==> src/rtl/byte_reg_pkg.sv <==
// Shared types and command-byte layout for the byte-stream register bridge.
package byte_reg_pkg;

   typedef enum logic [1:0] {
      IDLE    = 2'd0,
      WR_DATA = 2'd1,
      RD_DATA = 2'd2
   } bridge_state_t;

   localparam int CMD_WR_BIT  = 7;
   localparam int CMD_IDX_MSB = 3;
   localparam int REG_BYTES   = 4;
   localparam int IDX_W       = CMD_IDX_MSB + 1;

endpackage

==> src/rtl/byte_reg_bridge_if.sv <==
// Host byte streams plus register-bank write/read lines of the bridge.
// slave = bridge side, master = host link and register bank side.
interface byte_reg_bridge_if #(parameter int NUM_REGS = 8);
   import byte_reg_pkg::*;

   logic [7:0]                      rx_data;
   logic                            rx_valid;
   logic                            rx_ready;
   logic [7:0]                      tx_data;
   logic                            tx_valid;
   logic                            tx_ready;
   logic [NUM_REGS-1:0]             reg_we;
   logic [1:0]                      byte_sel;
   logic [7:0]                      byte_in;
   logic [NUM_REGS*REG_BYTES*8-1:0] reg_rdata;
   logic                            busy;

   modport slave (
      input  rx_data, rx_valid, tx_ready, reg_rdata,
      output rx_ready, tx_data, tx_valid, reg_we, byte_sel, byte_in, busy
   );

   modport master (
      output rx_data, rx_valid, tx_ready, reg_rdata,
      input  rx_ready, tx_data, tx_valid, reg_we, byte_sel, byte_in, busy
   );

endinterface

==> src/rtl/byte_reg_bridge.sv <==
// Framed byte commands -> 4 byte-lane writes, or a 32-bit snapshot read back as 4 tx bytes.
// Write strobes and tx byte are registered (1 cycle); rx stalls only while a read drains.
module byte_reg_bridge
   import byte_reg_pkg::*;
#(
   parameter int NUM_REGS  = 8,
   parameter int REG_WIDTH = 32
) (
   input  logic              clk,
   input  logic              rst,
   byte_reg_bridge_if.slave  bus
);

   bridge_state_t        state_q, state_d;
   logic [1:0]           cnt_q, cnt_d, cnt_nxt;
   logic [IDX_W-1:0]     idx_q, idx_d;
   logic [REG_WIDTH-1:0] snap_q, snap_d, rd_word;
   logic [NUM_REGS-1:0]  reg_we_q, reg_we_d, idx_onehot;
   logic [1:0]           byte_sel_q, byte_sel_d;
   logic [7:0]           byte_in_q, byte_in_d;
   logic [7:0]           tx_data_q, tx_data_d;
   logic                 tx_valid_q, tx_valid_d;
   logic                 rx_rdy, rx_fire, tx_fire, last_byte;

   assign rx_rdy    = (state_q != RD_DATA);
   assign rx_fire   = bus.rx_valid && rx_rdy;
   assign tx_fire   = tx_valid_q && bus.tx_ready;
   assign cnt_nxt   = cnt_q + 2'd1;
   assign last_byte = (cnt_q == 2'(REG_BYTES - 1));

   // Out-of-range indices match no register, so they read as zero and strobe nothing.
   always_comb begin
      rd_word = '0;
      for (int i = 0; i < NUM_REGS; i++) begin
         if (bus.rx_data[CMD_IDX_MSB:0] == IDX_W'(i))
            rd_word = bus.reg_rdata[i*REG_WIDTH +: REG_WIDTH];
      end
   end

   always_comb begin
      for (int i = 0; i < NUM_REGS; i++)
         idx_onehot[i] = (idx_q == IDX_W'(i));
   end

   always_comb begin
      state_d    = state_q;
      cnt_d      = cnt_q;
      idx_d      = idx_q;
      snap_d     = snap_q;
      reg_we_d   = '0;
      byte_sel_d = 2'd0;
      byte_in_d  = 8'd0;
      tx_data_d  = tx_data_q;
      tx_valid_d = tx_valid_q;

      unique case (state_q)
         IDLE: begin
            if (rx_fire) begin
               idx_d = bus.rx_data[CMD_IDX_MSB:0];
               cnt_d = 2'd0;
               if (bus.rx_data[CMD_WR_BIT]) begin
                  state_d = WR_DATA;
               end else begin
                  state_d    = RD_DATA;
                  snap_d     = rd_word;
                  tx_data_d  = rd_word[7:0];
                  tx_valid_d = 1'b1;
               end
            end
         end
         WR_DATA: begin
            if (rx_fire) begin
               reg_we_d   = idx_onehot;
               byte_sel_d = cnt_q;
               byte_in_d  = bus.rx_data;
               cnt_d      = cnt_nxt;
               if (last_byte)
                  state_d = IDLE;
            end
         end
         RD_DATA: begin
            if (tx_fire) begin
               cnt_d = cnt_nxt;
               if (last_byte) begin
                  tx_valid_d = 1'b0;
                  state_d    = IDLE;
               end else begin
                  tx_data_d = snap_q[{cnt_nxt, 3'b000} +: 8];
               end
            end
         end
         default: state_d = IDLE;
      endcase
   end

   always_ff @(posedge clk or posedge rst) begin
      if (rst) begin
         state_q    <= IDLE;
         cnt_q      <= 2'd0;
         idx_q      <= '0;
         snap_q     <= '0;
         reg_we_q   <= '0;
         byte_sel_q <= 2'd0;
         byte_in_q  <= 8'd0;
         tx_data_q  <= 8'd0;
         tx_valid_q <= 1'b0;
      end else begin
         state_q    <= state_d;
         cnt_q      <= cnt_d;
         idx_q      <= idx_d;
         snap_q     <= snap_d;
         reg_we_q   <= reg_we_d;
         byte_sel_q <= byte_sel_d;
         byte_in_q  <= byte_in_d;
         tx_data_q  <= tx_data_d;
         tx_valid_q <= tx_valid_d;
      end
   end

   assign bus.rx_ready = rx_rdy;
   assign bus.busy     = (state_q != IDLE);
   assign bus.reg_we   = reg_we_q;
   assign bus.byte_sel = byte_sel_q;
   assign bus.byte_in  = byte_in_q;
   assign bus.tx_data  = tx_data_q;
   assign bus.tx_valid = tx_valid_q;

endmodule

==> src/flat_wrapper.sv <==
// flat-port wrapper written by rule: the top's interface ports become plain ports
module byte_reg_bridge_flat import byte_reg_pkg::*;
#(
   parameter int NUM_REGS  = 8,
   parameter int REG_WIDTH = 32
)
  (clk, rst, bus_rx_data, bus_rx_valid, bus_tx_ready, bus_reg_rdata, bus_rx_ready, bus_tx_data, bus_tx_valid, bus_reg_we, bus_byte_sel, bus_byte_in, bus_busy);
  byte_reg_bridge_if #(.NUM_REGS(NUM_REGS)) bus_i ();
  input  logic clk;
  input  logic rst;
  input wire logic [$bits(bus_i.rx_data)-1:0] bus_rx_data;
  input wire logic [$bits(bus_i.rx_valid)-1:0] bus_rx_valid;
  input wire logic [$bits(bus_i.tx_ready)-1:0] bus_tx_ready;
  input wire logic [$bits(bus_i.reg_rdata)-1:0] bus_reg_rdata;
  output wire logic [$bits(bus_i.rx_ready)-1:0] bus_rx_ready;
  output wire logic [$bits(bus_i.tx_data)-1:0] bus_tx_data;
  output wire logic [$bits(bus_i.tx_valid)-1:0] bus_tx_valid;
  output wire logic [$bits(bus_i.reg_we)-1:0] bus_reg_we;
  output wire logic [$bits(bus_i.byte_sel)-1:0] bus_byte_sel;
  output wire logic [$bits(bus_i.byte_in)-1:0] bus_byte_in;
  output wire logic [$bits(bus_i.busy)-1:0] bus_busy;
  assign bus_i.rx_data = bus_rx_data;
  assign bus_i.rx_valid = bus_rx_valid;
  assign bus_i.tx_ready = bus_tx_ready;
  assign bus_i.reg_rdata = bus_reg_rdata;
  assign bus_rx_ready = bus_i.rx_ready;
  assign bus_tx_data = bus_i.tx_data;
  assign bus_tx_valid = bus_i.tx_valid;
  assign bus_reg_we = bus_i.reg_we;
  assign bus_byte_sel = bus_i.byte_sel;
  assign bus_byte_in = bus_i.byte_in;
  assign bus_busy = bus_i.busy;
  byte_reg_bridge #(.NUM_REGS(NUM_REGS), .REG_WIDTH(REG_WIDTH)) u_core (.clk(clk), .rst(rst), .bus(bus_i));
endmodule
==> config.mk <==
export PLATFORM = sky130hd
export DESIGN_NAME = byte_reg_bridge_flat
export DESIGN_NICKNAME = d
export VERILOG_FILES = /design/src/rtl/byte_reg_pkg.sv /design/src/rtl/byte_reg_bridge_if.sv /design/src/rtl/byte_reg_bridge.sv /design/src/flat_wrapper.sv
export SDC_FILE = /design/constraint.sdc
export NUM_CORES = 1
export LEC_CHECK = 0
export CELL_PAD_IN_SITES_DETAIL_PLACEMENT = 2
export CELL_PAD_IN_SITES_GLOBAL_PLACEMENT = 2
export CORE_MARGIN = 1.5
export CORE_UTILIZATION = 33
export CTS_BUF_LIST = sky130_fd_sc_hd__clkbuf_4 sky130_fd_sc_hd__clkbuf_8
export CTS_CLUSTER_DIAMETER = 60
export DETAILED_ROUTE_END_ITERATION = 16
export DONT_BUFFER_PORTS = 1
export PLACE_DENSITY_LB_ADDON = 0.1
export SYNTH_ARGS = -nofsm -noshare
export SYNTH_HDL_FRONTEND = slang
export SYNTH_SLANG_ARGS = --single-unit
==> constraint.sdc <==
create_clock -name clk -period 2 [get_ports clk]
set_input_delay 0.1 -clock clk [delete_from_list [all_inputs] [get_ports clk]]
set_output_delay 0.1 -clock clk [all_outputs]
set_load 0.005 [all_outputs]
==> results.txt, run 1 <==
----------------------------------------------------
[Status]
  Status ... finished clean

[Floorplanning]
  Placeable core region ... 15,300 sq um
  Area enclosed by the die boundary ... 16,500 sq um
  Chip Height ... 128 um
  Width of the die ... around 130 um
  Initial Util ... roughly 34%
  Number of placement rows ... 45
  Number of placed I/O pins ... 297

[Worst setup path]
  Worst setup SP type ... flop
  Critical path's largest stage delay ... 370 ps
  CP cell instances ... inv_1 > ha_1 > nor2b_1 > nand2_1 > o22ai_1 > a21boi_2 > mux2_2
  Slowest stage cell on the critical path ... sky130_fd_sc_hd__dfrtp_1
  Worst EP arrival ... 2120 ps
  Flop-to-flop setup slack ... 130 ps
  Critical path start-end classification ... flop to flop
  Category of the worst setup path capture point ... flop
  Critical Path RT ... 2250 ps
  Critical path peak fanout ... 5

[Clock tree]
  TritonCTS clock tree ... yes
  H-tree level count ... 3
  Clock tree root driver cell ... sky130_fd_sc_hd__clkbuf_8
  # clock sinks ... 67
  Maximum count of clock buffers along a single path ... 2
  Clock slew seen by the registers of the worst setup and hold paths ... 80 ps
  Number of CTS-inserted buffers ... 9
  Worst-Skew Late Latency ... 360 ps

[Global routing]
  Global-route wire length before repair ... 32.0 mm
  Met3 Track Usage GR ... 3.62%
  Overall routing resource usage ... a little over a quarter
  Gr busiest metal ... met2
  Congestion Overflow GR ... 0
  Initial antenna violation count ... 0
  Routing usage on met2 ... 46.1%
  Vias in the first global route ... 5,130
  Fraction of met1 tracks used by global routing ... 33.9%
  Maximum number of pins on one net before global-route repair ... 102

[Timing]
  Peak Freq ... around 530 MHz
  Transition time of the tightest slew-check pin ... 1030 ps
  Final period demand of the worst path ... 1870 ps
  Least setup slack across all paths after layout ... roughly 130 ps
  Final sum of negative setup slack ... 0 ps
  Number of hold violations in the final report ... 0
  Pins over their slew limit ... 0
  Final Setup Violations ... 0
  Worst slew slack as a fraction of its limit ... a little under a third
  Worst clock skew ... 7.69 ps
  Final worst path period share ... roughly 94%

[Logic synthesis]
  Adder-cell share of the synthesized area ... 0.963%
  Xor/xnor cell area share of the yosys netlist ... 0%
  Area share of the largest cell type after synthesis ... 32.3%
  Post-synthesis cell type with the largest combined area ... sky130_fd_sc_hd__dfrtp_1
  Count of flip-flops with a built-in enable after synthesis ... 0
  Part of the Yosys area used for sequential elements ... 32.3%
  Share of async-settable or async-resettable flops after synthesis ... between 90% and 100%
  Cell types occupying the most area after synthesis ... sky130_fd_sc_hd__dfrtp_1 (32%), sky130_fd_sc_hd__mux4_2 (12%), sky130_fd_sc_hd__mux2i_1 (5.2%), sky130_fd_sc_hd__mux2_2 (4.8%), sky130_fd_sc_hd__nand2_1 (4.0%)
  Mean instance size in the synthesized netlist ... 9.35 sq um
  Share of synthesized cell area in and, or, nand and nor gates ... 15.5%
  Cell Area, Synth ... 5200 sq um
  Yosys warnings ... 0
  Primary FF master, synth ... sky130_fd_sc_hd__dfrtp_1
  Fraction of the mapped netlist area in compound gates ... around 22%
  Count of distinct cell types in the synthesized netlist ... just under 60
  #FFs+latches synth ... 67
  Dominant combinational cell family by area after synthesis ... multiplexers
  Share of synthesized area spent on multiplexers ... between 20 and 25%
  Number of nets in the synthesized netlist ... 828
  Post-Synthesis Cells ... 556

[Min path]
  Hold Crit Class ... primary input to flop

[Cells and area]
  FF/Latch Area ... around 1700 sq um
  Number of standard cells in the final layout excluding fillers ... around 790
  Area taken by multi-input logic gates ... 3180 sq um
  Layout cells sized above 1 ... 16.9%
  Number of antenna repair diodes ... 0
  Leading cell type in the layout, fill and taps excluded ... sky130_fd_sc_hd__dfrtp_1
  Number of inserted filler cells in the final layout ... 1,655
  Synthesis-to-layout area growth ... 14.7%
  Number of nets in the layout ... 842
  Most used cells in the layout excluding fill and tap cells ... sky130_fd_sc_hd__dfrtp_1 (67), sky130_fd_sc_hd__nand2_1 (56), sky130_fd_sc_hd__nor2_1 (55), sky130_fd_sc_hd__o21ai_0 (39), sky130_fd_sc_hd__dlygate4sd3_1 (36)

[Placed design]
  Placed cells ... 733
  IO buf count ... 0
  Worst-case setup slack after placement ... 21.1 ps
  Routability Congestion ... 0.810
  HPWL reported at the end of detailed placement ... 16.2 mm

[Route]
  DR iter-0 viols ... ~190
  Total vias in the final route ... about 4.7k
  First-pass DRT Iterations ... 4
  Final antenna-violating net count ... 0
  Residual DRC count ... 0
  Routed wire per std cell ... between 20 and 30 um
  Total wirelength of the detailed-routed design ... roughly 22 mm
  Detailed-route vias per instance ... about 6

[Run]
  Number of maximum-capacitance violations ... 0

[Pwr]
  Power density over cell area ... 982 nW/um^2
  Maximum ir drop on the vdd rail ... 0.362 mV
  Static leakage power ... 2.42 nW

----------------------------------------------------
-- layer usage --
metal	part of all wire (%)	vias up
met5	0	-
met4	1.4	0
met3	4.8	25
met2	52	193
met1	42	2407
li1	-	2109
-- path summary, 6_finish.rpt --
kind | from | endpoint | cells after the start
min in group asynchronous | rst | u_core.bus.tx_valid | 2
setup / recovery | u_core.state_q[0] | u_core.cnt_q[0] | 7
setup reg to reg | u_core.state_q[0] | u_core.cnt_q[0] | 7
hold / removal | bus_tx_ready | u_core.bus.tx_valid | 2
hold reg to reg | u_core.snap_q[20] | u_core.snap_q[20] | 2
max in group asynchronous | rst | u_core.bus.tx_data[7] | 3
-- synth_stat cells (2+ instances only) --
master	n
sky130_fd_sc_hd__dfrtp_1	67
sky130_fd_sc_hd__nand2_1	56
sky130_fd_sc_hd__nor2_1	55
sky130_fd_sc_hd__o21ai_0	39
sky130_fd_sc_hd__a21oi_1	31
sky130_fd_sc_hd__mux2i_1	27
sky130_fd_sc_hd__mux4_2	27
sky130_fd_sc_hd__mux2_2	22
sky130_fd_sc_hd__o22ai_1	19
sky130_fd_sc_hd__buf_2	18
sky130_fd_sc_hd__clkbuf_1	17
sky130_fd_sc_hd__inv_1	15
sky130_fd_sc_hd__o41ai_1	14
sky130_fd_sc_hd__nor3_1	13
sky130_fd_sc_hd__a211oi_1	11
sky130_fd_sc_hd__and3_1	11
sky130_fd_sc_hd__buf_4	11
sky130_fd_sc_hd__o2bb2ai_1	10
sky130_fd_sc_hd__a2bb2oi_1	9
sky130_fd_sc_hd__nand2b_1	8
sky130_fd_sc_hd__nor2b_1	8
sky130_fd_sc_hd__a22oi_1	6
sky130_fd_sc_hd__buf_6	4
sky130_fd_sc_hd__ha_1	4
sky130_fd_sc_hd__a221oi_1	3
sky130_fd_sc_hd__a31oi_1	3
sky130_fd_sc_hd__mux2_1	3
sky130_fd_sc_hd__nand3b_1	3
sky130_fd_sc_hd__o21ai_1	3
sky130_fd_sc_hd__a21boi_0	2
sky130_fd_sc_hd__a22o_1	2
sky130_fd_sc_hd__a32o_1	2
sky130_fd_sc_hd__and3b_1	2
sky130_fd_sc_hd__buf_1	2
sky130_fd_sc_hd__nand4b_1	2
sky130_fd_sc_hd__o221a_1	2
sky130_fd_sc_hd__o31a_1	2
sky130_fd_sc_hd__or3b_2	2
-- timing repair --
item,in CTS,in global routing
setup endpoints to repair,1,5
setup buffers,0,0
resized for setup,1,5
gates cloned,0,0
endpoints found under the hold margin,66,0
hold buffers,37,0
-- state kept, by name (all words and copies together), names as in the netlist --
signal / cells
u_core.bus.tx_valid: 1
u_core.idx_q: 4
u_core.snap_q: 32
u_core.bus.tx_data: 8
u_core.bus.reg_we: 8
u_core.bus.byte_sel: 2
u_core.cnt_q: 2
u_core.bus.byte_in: 8
u_core.state_q: 2
-- report_power, final --
| group | switching, W | internal (W) |
|---|---|---|
| registers | 0.000416 | 0.00184 |
| clock network | 0.000567 | 0.000718 |
| logic | 0.00115 | 0.00117 |
-- final cells by class --
class / count / area share (%)
multi-input cells: 420 / 53.4
flip-flops and latches: 67 / 28.1
well taps: 211 / 4.43
clock inverters: 6 / 1.51
inverters: 16 / 1.01
clock buffers: 10 / 2.20
repair buffers: 56 / 9.28
-- critical path, delay by kind of cell (launching register included) --
family	cells	cell delay (ps)
AOI/OAI and AO/OA	2	430
DFF	1	370
adders and majority gates	1	280
and+or+nand+nor	2	240
muxes	1	350
buffers and inverters	1	80
-- cell families (layout without fill, tap and decap cells) --
logic type | after synthesis | count (layout)
fa+ha+maj | 4 | 4
buf+inv | 69 | 88
compound gates | 168 | 168
flops | 67 | 67
simple gates | 169 | 169
mux | 79 | 79
-- stage by stage --
step | instance area, sq um | utilization, % | hold slack (ps) | total power [W]
after floorplan | 5200 | - | 234 | 0.00374
after global placement | 5340 | 34.9 | 101 | 0.00435
after detailed placement | 5340 | 34.9 | 107 | 0.00447
after CTS | 5930 | 38.7 | 0.884 | 0.00586
after global routing | 5960 | 38.9 | 6.14 | 0.00627
final | 5960 | 38.9 | 15.5 | 0.00585
No activity file was read; power rests on OpenSTA's default activity.
==> run 2: changes to the inputs <==
--- a/config.mk
+++ b/config.mk
@@ -13,7 +13,7 @@
 export CTS_CLUSTER_DIAMETER = 60
 export DETAILED_ROUTE_END_ITERATION = 16
 export DONT_BUFFER_PORTS = 1
-export PLACE_DENSITY_LB_ADDON = 0.1
+export PLACE_DENSITY = 0.78
 export SYNTH_ARGS = -nofsm -noshare
 export SYNTH_HDL_FRONTEND = slang
 export SYNTH_SLANG_ARGS = --single-unit
==> run 2 against run 1 <==
Against the previous run: cell count is the same; non-clock buffer count decreased by 4; sequential power about the same; clock skew barely moved; first-iteration DRC count rose by 27%; sequential cell count unchanged; die area unchanged; clock-buffer cell count unchanged; cell area decreased by 0.21%; clock power barely moved; critical path type unchanged; largest power group unchanged.
==> results.txt, run 2 (synthesis gave the netlist of run 1 again) <==
----------------------------------------------------
[Status]
  Status ... finished clean

[Cells and area]
  Flip-flop count of the largest register after layout ... 32
  Number of inserted filler cells in the final layout ... 1,694
  Util after Layout ... 38.8%
  Number of nets in the layout ... 838
  Number of standard cells in the final layout excluding fillers ... about 800
  Leading cell type in the layout, fill and taps excluded ... sky130_fd_sc_hd__dfrtp_1
  Most used cells in the layout excluding fill and tap cells ... sky130_fd_sc_hd__dfrtp_1 (67), sky130_fd_sc_hd__nand2_1 (56), sky130_fd_sc_hd__nor2_1 (55), sky130_fd_sc_hd__o21ai_0 (39), sky130_fd_sc_hd__dlygate4sd3_1 (33)
  Synthesis-to-layout area growth ... 14.4%
  Layout cells sized above 1 ... 18.0%
  Register with the highest flop count ... u_core.snap_q

[Pwr]
  Static leakage power ... 2.41 nW
  Maximum ir drop on the vdd rail ... 0.364 mV
  Power density over cell area ... 995 nW/um^2

[Clock tree]
  # clock sinks ... between 60 and 70
  Maximum count of clock buffers along a single path ... 2
  Clock tree root driver cell ... sky130_fd_sc_hd__clkbuf_8
  TritonCTS clock tree ... yes
  Worst-Skew Late Latency ... 360 ps
  Number of CTS-inserted buffers ... 9
  H-tree level count ... 3
  Clock slew seen by the registers of the worst setup and hold paths ... 70 ps

[Worst setup path]
  Critical Path RT ... 2250 ps
  Critical path start-end classification ... flop to flop
  Category of the worst setup path capture point ... flop
  Worst EP arrival ... between 2000 and 2500 ps
  Critical path peak fanout ... 9
  Worst setup SP type ... flop

[Timing]
  Least setup slack across all paths after layout ... between 70 and 80 ps
  Final sum of negative setup slack ... 0 ps
  Final worst path period share ... a little under 100%
  Number of hold violations in the final report ... 0
  Worst slew slack as a fraction of its limit ... 36.9%
  Worst clock skew ... 7.24 ps
  Setup repair after global routing missed its margin ... false
  Pins over their slew limit ... 0
  Peak Freq ... 519 MHz
  Final period demand of the worst path ... 1930 ps
  Final Setup Violations ... 0
  Transition time of the tightest slew-check pin ... 944 ps
  Worst hold-check slack ... 29.1 ps

[Floorplanning]
  Number of placed I/O pins ... ~300
  Chip Height ... between 100 and 150 um
  Placeable core region ... 15,300 sq um
  Width of the die ... 128 um
  Initial Util ... 33.9%
  Area enclosed by the die boundary ... 16,500 sq um
  Number of placement rows ... 45

[Route]
  Total wirelength of the detailed-routed design ... around 22 mm
  First-pass DRT Iterations ... 6
  Routed wire per std cell ... 28.5 um
  Final antenna-violating net count ... 0
  Detailed-route vias per instance ... 6.12
  DR iter-0 viols ... between 200 and 250
  Total vias in the final route ... just under 5k
  Residual DRC count ... 0

[Run]
  Number of maximum-capacitance violations ... 0

[Global routing]
  Congestion Overflow GR ... 0
  Maximum number of pins on one net before global-route repair ... between 100 and 150
  Global-route wire length before repair ... between 30 and 40 mm
  Overall routing resource usage ... a little over a quarter
  Initial antenna violation count ... 6
  Vias in the first global route ... 5,394

[Placed design]
  IO buf count ... 0
  Placed cells ... 732
  HPWL reported at the end of detailed placement ... 16.4 mm
  Worst-case setup slack after placement ... 46.0 ps
  Routability Congestion ... 0.842

[Min path]
  Hold Crit Class ... primary input to flop

----------------------------------------------------
run 2: cell count changes in the layout (fill, tap and decap cells not counted), moves of 2 or more:
| cell | change |
|---|---|
| sky130_fd_sc_hd__clkinv_2 | +3 |
| sky130_fd_sc_hd__clkinv_4 | -2 |
| sky130_fd_sc_hd__ha_1 | -2 |
| sky130_fd_sc_hd__diode_2 | +4 |
| sky130_fd_sc_hd__nor3_2 | +2 |
| sky130_fd_sc_hd__dlygate4sd3_1 | -3 |
| sky130_fd_sc_hd__nor3_1 | -2 |
| sky130_fd_sc_hd__ha_2 | +2 |
run 2: layer usage:
layer | track usage [%] | vias up | wire length, um
met1 | 32.2 | 2421 | 8650
li1 | - | 2100 | -
met3 | 7.40 | 50 | 1780
met4 | 9.65 | 8 | 573
met5 | 0 | - | 57
met2 | 45.2 | 233 | 11300
run 2: worst paths after layout:
check,startpoint,endpoint,slack [ps],depth (start not counted)
worst max register to register,u_core.cnt_q[1],u_core.bus.tx_data[4],70,6
worst max-delay path,u_core.cnt_q[1],u_core.bus.tx_data[4],70,6
min in group asynchronous,rst,u_core.bus.reg_we[1],330,2
max in group asynchronous,rst,u_core.snap_q[4],1040,3
worst min-delay path,bus_reg_rdata[244],u_core.snap_q[20],30,2
worst min register to register,u_core.snap_q[11],u_core.snap_q[11],490,2
run 2: where the power goes:
part	internal (W)	leakage (nW)	total [W]	switching (W)
combinational	0.00119	1.43	0.00242	0.00123
clock	0.000707	0.113	0.00125	0.000547
sequential	0.00184	0.866	0.00225	0.000408
run 2: timing repair:
action	CTS	global route
hold buffers	32	1
buffers inserted	0	1
setup endpoints to repair	1	15
hold endpoints to repair	70	1
pin swaps	0	1
gates resized for setup	1	9
run 2: per-stage QoR:
step	cell area [sq um]	total power, W
after floorplan	5200	0.00374
after global routing	5940	0.00628
final	5950	0.00592
after global placement	5330	0.00428
after CTS	5870	0.00580
after detailed placement	5330	0.00445
run 2: final cells by class:
class / count / area, sq um / area share [%]
inverters: 16 / 60.1 / 1.01
clock buffers: 10 / 131 / 2.21
clock inverters: 6 / 80.1 / 1.35
flip-flops and latches: 67 / 1680 / 28.2
well taps: 211 / 264 / 4.44
diodes: 4 / 10.0 / 0.168
repair buffers: 52 / 523 / 8.79
multi-input cells: 420 / 3200 / 53.8
run 2: worst max-delay path, cell delays in order (launching register included):
cell and delay (ps):
sky130_fd_sc_hd__dfrtp_1 430, sky130_fd_sc_hd__ha_4 300, sky130_fd_sc_hd__buf_12 130, sky130_fd_sc_hd__mux4_2 510, sky130_fd_sc_hd__inv_1 80, sky130_fd_sc_hd__o21ai_0 80, sky130_fd_sc_hd__a32o_1 270
